<file path="src/rtl/loom_dpi_ctrl_pkg.sv">
// Shared definitions for the DPI host controller: register map, CONTROL and
// STATUS bit positions, the controller state type and an argument-word helper.
package loom_dpi_pkg;

    // 64-bit register window, byte addresses (bits [2:0] are ignored on decode)
    localparam logic [31:0] REG_STATUS    = 32'h0000_0000;
    localparam logic [31:0] REG_FUNC_ID   = 32'h0000_0008;
    localparam logic [31:0] REG_RESULT    = 32'h0000_0010;
    localparam logic [31:0] REG_CONTROL   = 32'h0000_0018;
    localparam logic [31:0] REG_CYCLE_CNT = 32'h0000_0020;
    localparam logic [31:0] REG_CALL_CNT  = 32'h0000_0028;
    localparam logic [31:0] REG_ARGS_BASE = 32'h0000_0100;

    // CONTROL bits
    localparam int CTRL_COMPLETE_BIT = 0;
    localparam int CTRL_RUN_BIT      = 1;

    // STATUS bits
    localparam int STAT_PENDING_BIT  = 0;
    localparam int STAT_RUN_BIT      = 1;
    localparam int STAT_RELEASE_BIT  = 2;

    typedef enum logic [1:0] {
        ST_IDLE    = 2'd0,
        ST_PENDING = 2'd1,
        ST_RELEASE = 2'd2
    } dpi_state_e;

    // Number of 64-bit words needed to expose an argument vector of width w
    function automatic int num_arg_words(input int w);
        return (w + 63) / 64;
    endfunction

endpackage

</file>
<file path="src/rtl/loom_dpi_ctrl_if.sv">
// Host register-window bus between the host bridge and the DPI controller.
//   host_req   : request strobe, one cycle per request
//   host_wr    : 1 = write, 0 = read
//   host_addr  : byte address, bits [2:0] ignored
//   host_wdata : write data
//   host_rdata : read data, valid only in the ack cycle, otherwise 0
//   host_ack   : completion strobe
// Handshake: there is no backpressure. Every cycle with host_req=1 is one
// request, and it is answered by host_ack=1 exactly one cycle later, so
// back-to-back requests are acknowledged back-to-back in issue order.
interface loom_dpi_ctrl_if;
    logic        host_req;
    logic        host_wr;
    logic [31:0] host_addr;
    logic [63:0] host_wdata;
    logic [63:0] host_rdata;
    logic        host_ack;

    modport master (
        output host_req, host_wr, host_addr, host_wdata,
        input  host_rdata, host_ack
    );

    modport slave (
        input  host_req, host_wr, host_addr, host_wdata,
        output host_rdata, host_ack
    );
endinterface

</file>
<file path="src/rtl/loom_dpi_ctrl_regfile.sv">
// Register window of the DPI controller: address decode, write strobes for the
// writable registers, read mux (including the argument words) and the
// registered ack/rdata pair.
// Ports:
//   clk_i, rst_ni    clock, asynchronous active-low reset
//   bus              host bus (slave side)
//   state_i, run_i   controller state and run flag for STATUS/CONTROL reads
//   func_id_i        captured function id
//   result_i         RESULT register contents
//   cycle_cnt_i      enabled-cycle counter
//   call_cnt_i       captured-call counter
//   args_i           captured argument vector
//   result_we_o      host write to RESULT this cycle
//   control_we_o     host write to CONTROL this cycle
module loom_dpi_regfile
    import loom_dpi_pkg::*;
#(
    parameter int FUNC_ID_WIDTH = 8,
    parameter int MAX_ARG_WIDTH = 512
) (
    input  logic                     clk_i,
    input  logic                     rst_ni,
    loom_dpi_ctrl_if.slave           bus,
    input  dpi_state_e               state_i,
    input  logic                     run_i,
    input  logic [FUNC_ID_WIDTH-1:0] func_id_i,
    input  logic [63:0]              result_i,
    input  logic [63:0]              cycle_cnt_i,
    input  logic [31:0]              call_cnt_i,
    input  logic [MAX_ARG_WIDTH-1:0] args_i,
    output logic                     result_we_o,
    output logic                     control_we_o
);
    localparam int NUM_ARG_WORDS = num_arg_words(MAX_ARG_WIDTH);
    localparam int ARGS_PAD_W    = NUM_ARG_WORDS * 64;

    logic [31:0]           addr_w;
    logic [31:0]           arg_off;
    logic                  arg_hit;
    logic [ARGS_PAD_W-1:0] args_pad;
    logic [63:0]           rd_mux;
    logic                  ack_q;
    logic [63:0]           rdata_q;
    logic                  unused_addr_bits;

    assign addr_w  = {bus.host_addr[31:3], 3'b000};
    assign arg_off = addr_w - REG_ARGS_BASE;
    assign arg_hit = (addr_w >= REG_ARGS_BASE) &&
                     (arg_off[31:3] < 29'(NUM_ARG_WORDS));
    assign unused_addr_bits = ^{bus.host_addr[2:0], arg_off[2:0]};

    assign result_we_o  = bus.host_req && bus.host_wr && (addr_w == REG_RESULT);
    assign control_we_o = bus.host_req && bus.host_wr && (addr_w == REG_CONTROL);

    always_comb begin
        args_pad = '0;
        args_pad[MAX_ARG_WIDTH-1:0] = args_i;
        rd_mux = '0;
        case (addr_w)
            REG_STATUS: begin
                rd_mux[STAT_PENDING_BIT] = (state_i == ST_PENDING);
                rd_mux[STAT_RUN_BIT]     = run_i;
                rd_mux[STAT_RELEASE_BIT] = (state_i == ST_RELEASE);
            end
            REG_FUNC_ID:   rd_mux[FUNC_ID_WIDTH-1:0] = func_id_i;
            REG_RESULT:    rd_mux = result_i;
            // complete is a pulse, so it always reads back as 0
            REG_CONTROL:   rd_mux[CTRL_RUN_BIT] = run_i;
            REG_CYCLE_CNT: rd_mux = cycle_cnt_i;
            REG_CALL_CNT:  rd_mux[31:0] = call_cnt_i;
            default: begin
                if (arg_hit) begin
                    for (int i = 0; i < NUM_ARG_WORDS; i++) begin
                        if (arg_off[31:3] == 29'(i)) rd_mux = args_pad[i*64 +: 64];
                    end
                end
            end
        endcase
    end

    always_ff @(posedge clk_i or negedge rst_ni) begin
        if (!rst_ni) begin
            ack_q   <= 1'b0;
            rdata_q <= '0;
        end else begin
            ack_q   <= bus.host_req;
            rdata_q <= (bus.host_req && !bus.host_wr) ? rd_mux : 64'h0;
        end
    end

    assign bus.host_ack   = ack_q;
    assign bus.host_rdata = rdata_q;

endmodule

</file>
<file path="src/rtl/loom_dpi_ctrl.sv">
// FPGA-side DPI controller. Freezes the transformed DUT (clk_enable_o=0) on
// every DPI call, exposes the call through the host register window, and lets
// the DUT advance one cycle once the host writes the result and completes.
// Ports:
//   clk_i, rst_ni                  clock, asynchronous active-low reset
//   dpi_valid_i/func_id_i/args_i   DPI call signalling from the DUT
//   dpi_result_o                   return value back to the DUT
//   clk_enable_o                   1 = DUT advances this cycle
//   host_*                         host register window (see loom_dpi_ctrl_if)
//   dbg_state_o                    current controller state
module loom_dpi_ctrl
    import loom_dpi_pkg::*;
#(
    parameter int FUNC_ID_WIDTH = 8,
    parameter int MAX_ARG_WIDTH = 512,
    parameter int MAX_RET_WIDTH = 64
) (
    input  logic                     clk_i,
    input  logic                     rst_ni,
    input  logic                     dpi_valid_i,
    input  logic [FUNC_ID_WIDTH-1:0] dpi_func_id_i,
    input  logic [MAX_ARG_WIDTH-1:0] dpi_args_i,
    output logic [MAX_RET_WIDTH-1:0] dpi_result_o,
    output logic                     clk_enable_o,
    input  logic                     host_req_i,
    input  logic                     host_wr_i,
    input  logic [31:0]              host_addr_i,
    input  logic [63:0]              host_wdata_i,
    output logic [63:0]              host_rdata_o,
    output logic                     host_ack_o,
    output logic [1:0]               dbg_state_o
);
    dpi_state_e               state_q;
    logic                     run_q;
    logic [63:0]              result_q;
    logic [MAX_RET_WIDTH-1:0] dpi_result_q;
    logic [FUNC_ID_WIDTH-1:0] func_id_q;
    logic [MAX_ARG_WIDTH-1:0] args_q;
    logic [63:0]              cycle_cnt_q;
    logic [31:0]              call_cnt_q;
    logic                     result_we;
    logic                     control_we;
    logic                     complete;

    loom_dpi_ctrl_if host_if ();

    assign host_if.host_req   = host_req_i;
    assign host_if.host_wr    = host_wr_i;
    assign host_if.host_addr  = host_addr_i;
    assign host_if.host_wdata = host_wdata_i;
    assign host_rdata_o       = host_if.host_rdata;
    assign host_ack_o         = host_if.host_ack;

    loom_dpi_regfile #(
        .FUNC_ID_WIDTH (FUNC_ID_WIDTH),
        .MAX_ARG_WIDTH (MAX_ARG_WIDTH)
    ) u_regfile (
        .clk_i        (clk_i),
        .rst_ni       (rst_ni),
        .bus          (host_if),
        .state_i      (state_q),
        .run_i        (run_q),
        .func_id_i    (func_id_q),
        .result_i     (result_q),
        .cycle_cnt_i  (cycle_cnt_q),
        .call_cnt_i   (call_cnt_q),
        .args_i       (args_q),
        .result_we_o  (result_we),
        .control_we_o (control_we)
    );

    assign complete = control_we && host_wdata_i[CTRL_COMPLETE_BIT];

    // Combinational so a freshly raised dpi_valid_i stops the DUT in the same
    // cycle; RELEASE grants exactly one advance regardless of dpi_valid_i.
    assign clk_enable_o = ((state_q == ST_IDLE) && run_q && !dpi_valid_i) ||
                          (state_q == ST_RELEASE);

    assign dpi_result_o = dpi_result_q;
    assign dbg_state_o  = state_q;

    always_ff @(posedge clk_i or negedge rst_ni) begin
        if (!rst_ni) begin
            state_q      <= ST_IDLE;
            run_q        <= 1'b0;
            result_q     <= '0;
            dpi_result_q <= '0;
            func_id_q    <= '0;
            args_q       <= '0;
            cycle_cnt_q  <= '0;
            call_cnt_q   <= '0;
        end else begin
            cycle_cnt_q <= cycle_cnt_q + 64'(clk_enable_o);
            if (result_we)  result_q <= host_wdata_i;
            // run is sampled by IDLE using its old value, so a call arriving
            // with a run=0 write on the same edge is still captured.
            if (control_we) run_q <= host_wdata_i[CTRL_RUN_BIT];
            case (state_q)
                ST_IDLE: begin
                    if (dpi_valid_i && run_q) begin
                        state_q    <= ST_PENDING;
                        func_id_q  <= dpi_func_id_i;
                        args_q     <= dpi_args_i;
                        call_cnt_q <= call_cnt_q + 32'd1;
                    end
                end
                ST_PENDING: begin
                    if (complete) begin
                        state_q      <= ST_RELEASE;
                        dpi_result_q <= result_q[MAX_RET_WIDTH-1:0];
                    end
                end
                ST_RELEASE: state_q <= ST_IDLE;
                default:    state_q <= ST_IDLE;
            endcase
        end
    end

endmodule

</file>
<file path="config.mk">
export PLATFORM = sky130hd
export DESIGN_NAME = loom_dpi_ctrl
export DESIGN_NICKNAME = d
export VERILOG_FILES = /design/src/rtl/loom_dpi_ctrl_pkg.sv /design/src/rtl/loom_dpi_ctrl_if.sv /design/src/rtl/loom_dpi_ctrl_regfile.sv /design/src/rtl/loom_dpi_ctrl.sv
export SDC_FILE = /design/constraint.sdc
export NUM_CORES = 2
export LEC_CHECK = 0
export CORE_AREA = 2 2 297 299
export DETAILED_ROUTE_END_ITERATION = 6
export DIE_AREA = 0 0 299 301
export PLACE_DENSITY = 0.74
export RECOVER_POWER = 100
export SETUP_SLACK_MARGIN = 0.02
export SYNTH_ARGS = -nofsm -noshare
export SYNTH_HDL_FRONTEND = slang
export SYNTH_SLANG_ARGS = --single-unit
</file>
<file path="constraint.sdc">
create_clock -name clk_i -period 5.3 [get_ports clk_i]
set_clock_uncertainty 0.15 [all_clocks]
set_input_delay 1.325 -clock clk_i [delete_from_list [all_inputs] [get_ports clk_i]]
set_output_delay 1.325 -clock clk_i [all_outputs]
set_load 0.005 [all_outputs]
</file>
==> Flow_metrics.wiki <==
{| class="wikitable"
! Metric !! Value
|-
| Count of TritonRoute iterations in the first routing pass || 7
|-
| Most used flip-flop cell after synthesis || sky130_fd_sc_hd__dfrtp_1
|-
| Cell taking the most area after synthesis || sky130_fd_sc_hd__dfrtp_1
|-
| Instance count along the most critical hold path || 2
|-
| Most common cell in the netlist || sky130_fd_sc_hd__nand2_1
|-
| Number of hold violations in the final report || 0
|-
| Critical Path Source Type || input port
|-
| TritonCTS clock tree || yes
|-
| Shortest clock period the worst path allows after layout || 4.77 ns
|-
| Per-cell via count in the routed design || 5.36
|-
| DR WL/cell || 22.2 µm
|-
| Synthesized Nets || 4466
|-
| Post-Syn Instances || 3839
|-
| Share of the yosys chip area belonging to registers || 56.3%
|-
| Worst hold path type || register to register
|-
| Clock transition at the register clock pins on the worst setup and hold paths after CTS || ~0.060 ns
|-
| Number of top-level pins || around 750
|-
| Hold-fix buffers, CTS || 0
|-
| Startpoint of the worst-slack reg-to-reg timing path || dbg_state_o[0]$_DFFE_PN0P_
|-
| Crit path kind || input port to register
|-
| Number of flops mapped to enable cells by yosys || 0
|-
| Syn Area/Cell || 9.41 µm²
|-
| Max-cap violations || 3
|-
| Combinational family with the most area after synthesis || simple AND/OR/NAND/NOR gates
|-
| Violations in the final reports || max-capacitance violations, max-slew violations
|-
| Data arrival time at the worst-slack endpoint || 5.12 ns
|-
| Via count of the first global-routing pass || 30900
|-
| Nets@finish || 5142
|-
| Fraction of synthesis flops using an asynchronous set or reset pin || 100%
|-
| Clock sink count || 812
|-
| Logic depth of the worst register-to-register path || 6
|-
| Endpoint kind of the worst setup timing path || register
|-
| Buffer depth of the longest clock path || 3
|-
| Initial cell density of the core || 41.7%
|-
| CTS Buf Count || 87
|-
| Power Density || between 200 and 300 nW/µm²
|-
| Result of the run || complete, but fails checks
|-
| Static leakage power || ~24 nW
|-
| Relative area change from synthesis to final layout || 32.5%
|-
| Period utilisation layout || 90.0%
|-
| Clk_lat worst skew || about 0.65 ns
|-
| Multiplexer share of the synthesized area || between 8 and 9%
|-
| Slack of the worst reg-to-reg path || 1.33 ns
|-
| Post-synthesis instance area || around 36000 µm²
|-
| Std-Cell Core Area || 86500 µm²
|-
| Pin count of the biggest net entering global routing || 200
|-
| Final core occ || 55.3%
|-
| Detailed Place HPWL || 92200 µm
|-
| Final max-slew violation count || 185
|-
| Achievable frequency || between 0.2 and 0.25 GHz
|-
| Area share of the leading cell type in the synthesized netlist || 56.3%
|-
| Number of synthesis warnings || 0
|-
| Overall routing resource usage || between 20 and 30%
|-
| Hold-critical path endpoint || args_q[275]$_DFFE_PN0P_
|-
| Routed Wire Length || 129000 µm
|-
| Sum Neg Setup Slack || 0 ns
|-
| Final Wtd Congestion || 0.923
|-
| Wire length of the first global-routing pass || about 190000 µm
|-
| Main area contributors after synthesis || sky130_fd_sc_hd__dfrtp_1 56%, sky130_fd_sc_hd__nand2_1 17%, sky130_fd_sc_hd__mux2_2 4.1%
|-
| Count of distinct cell types in the synthesized netlist || 61
|-
| Worst rel slew slack || -139%
|-
| Fraction of the mapped netlist area in adder cells || 0.208%
|-
| Slew at the pin with the worst max-slew slack || about 3.6 ns
|-
| Drc violations || 0
|-
| Worst voltage drop across the vdd grid || ~0.23 mV
|-
| Die width || 299 µm
|-
| Post-CTS Resized || 0
|-
| Post-synthesis compound-gate area fraction || between 7 and 8%
|-
| Cell types with the highest counts after synthesis || 1671 x sky130_fd_sc_hd__nand2_1, 812 x sky130_fd_sc_hd__dfrtp_1, 216 x sky130_fd_sc_hd__clkbuf_1
|-
| Die Height || 301 µm
|-
| Global route overflow || 0
|-
| Number of port buffers || around 750
|-
| Iter 0 DRT Violations || 3336
|-
| Tot Pwr || 13.2 mW
|-
| DR vias || 31000
|-
| Simple-gate share of the synthesized area || between 20% and 30%
|-
| H-tree depth || 3
|-
| Antenna Violating Nets Remaining || 0
|-
| Setup repair after global routing missed its margin || no
|-
| Post-synthesis share of cell area spent on xor and xnor gates || under 10%
|-
| Min-delay src || args_q[275]$_DFFE_PN0P_
|-
| #FFs+latches synth || 812
|-
| Final setup violation count || 0
|-
| Required arrival time at the worst endpoint || between 5 and 6 ns
|-
| Buffer count from post-CTS setup fixing || 0
|-
| Crit Path Max Fanout || 31
|-
| Capture point of the worst reg-to-reg path || args_q[225]$_DFFE_PN0P_
|-
| Clock tree root buffer cell || sky130_fd_sc_hd__clkbuf_16
|-
| Die footprint || 90000 µm²
|-
| Antenna violations before repair || between 60 and 70
|-
| Number of cell rows || 108
|-
| Share of layout cells above drive strength 1 || 8.94%
|}
==> metal layers <==
metal	vias up	share of wire, %	track usage (%)
li1	14100	-	-
met1	15200	41	38.8
met2	1388	45	42.8
met3	273	8.7	5.61
met4	14	4.4	13.3
met5	-	0.077	0
==> cell families (layout without fill, tap and decap cells) <==
logic type      count (synthesis)  count (layout)
compound gates                427             427
simple gates                 2007            2007
fa+ha+maj                       6               6
other cells                     0              49
mux                           241             241
xor+xnor                       94              94
flops                         812             812
buf+inv                       252             987
==> sequential cells by signal, indices dropped and copies added, names as in the netlist <==
register,cells
u_regfile.bus.host_rdata,64
call_cnt_q,32
dbg_state_o,2
dpi_result_o,64
u_regfile.bus.host_ack,1
result_q,64
cycle_cnt_q,64
args_q,512
func_id_q,8
run_q,1
==> power by group <==
group	switching (mW)	total [mW]	leakage (nW)	internal [mW]
clock	2.61	6.16	1.38	3.55
sequential	0.000101	6.20	11.3	6.20
combinational	0.361	0.833	11.1	0.472
==> critical path, stage by stage <==
cell and delay [ns]:
sky130_fd_sc_hd__dlygate4sd3_1 0.69, sky130_fd_sc_hd__or2_2 0.42, sky130_fd_sc_hd__nor2_2 0.73, sky130_fd_sc_hd__and3_1 0.31, sky130_fd_sc_hd__and3_1 0.25, sky130_fd_sc_hd__nand2b_2 0.08
sky130_fd_sc_hd__clkbuf_1 0.71, sky130_fd_sc_hd__mux2_2 0.56
==> through the flow <==
| step | area (µm²) | instances | setup WS (ns) | hold WS [ns] |
|---|---|---|---|---|
| after detailed placement | 45100 | 5581 | 0.261 | 0.304 |
| after floorplan | 36100 | 3839 | 1.05 | 0.287 |
| after global placement | 45100 | 5581 | 0.297 | 0.300 |
| after CTS | 47900 | 5729 | 0.910 | 0.319 |
| after global routing | 47800 | 5773 | 0.382 | 0.329 |
| final | 47900 | 5778 | 0.530 | 0.316 |
==> final cells by class <==
type | instances | area (µm²)
Antenna cell | 49 | 123
Clock buffer | 123 | 2470
Clock inverter | 25 | 360
Fill cell | 7584 | 38600
Inverter | 14 | 52.6
Multi-Input combinational cell | 2775 | 14900
Sequential cell | 812 | 20300
Tap cell | 1155 | 1450
Timing Repair Buffer | 825 | 8220
==> layout by cell type, fill, tap and decap left out, types with 58 or more instances in the layout <==
cell / instances
sky130_fd_sc_hd__a21oi_1: 100
sky130_fd_sc_hd__o21ai_0: 136
sky130_fd_sc_hd__nand2_1: 1671
sky130_fd_sc_hd__clkdlybuf4s50_1: 609
sky130_fd_sc_hd__dlygate4sd3_1: 137
sky130_fd_sc_hd__clkbuf_16: 89
sky130_fd_sc_hd__dfrtp_1: 812
sky130_fd_sc_hd__mux2i_1: 69
sky130_fd_sc_hd__mux2_2: 133
sky130_fd_sc_hd__xnor2_1: 58
sky130_fd_sc_hd__nor2_1: 128
==> how the worst max path moves through the flow <==
stage	from	to	slack, ns
finish	host_addr_i[5]	dpi_result_o[31]$_DFFE_PN0P_	0.53
floorplan	host_addr_i[9]	u_regfile.bus.host_rdata[35]$_DFF_PN0_	1.05
CTS	host_addr_i[9]	u_regfile.bus.host_rdata[15]$_DFF_PN0_	0.91
detailed placement	host_addr_i[17]	u_regfile.bus.host_rdata[15]$_DFF_PN0_	0.26
global route	host_addr_i[5]	dpi_result_o[24]$_DFFE_PN0P_	0.38
global placement	host_addr_i[9]	u_regfile.bus.host_rdata[14]$_DFF_PN0_	0.30
Note: power is estimated with default switching activity, not from simulation.
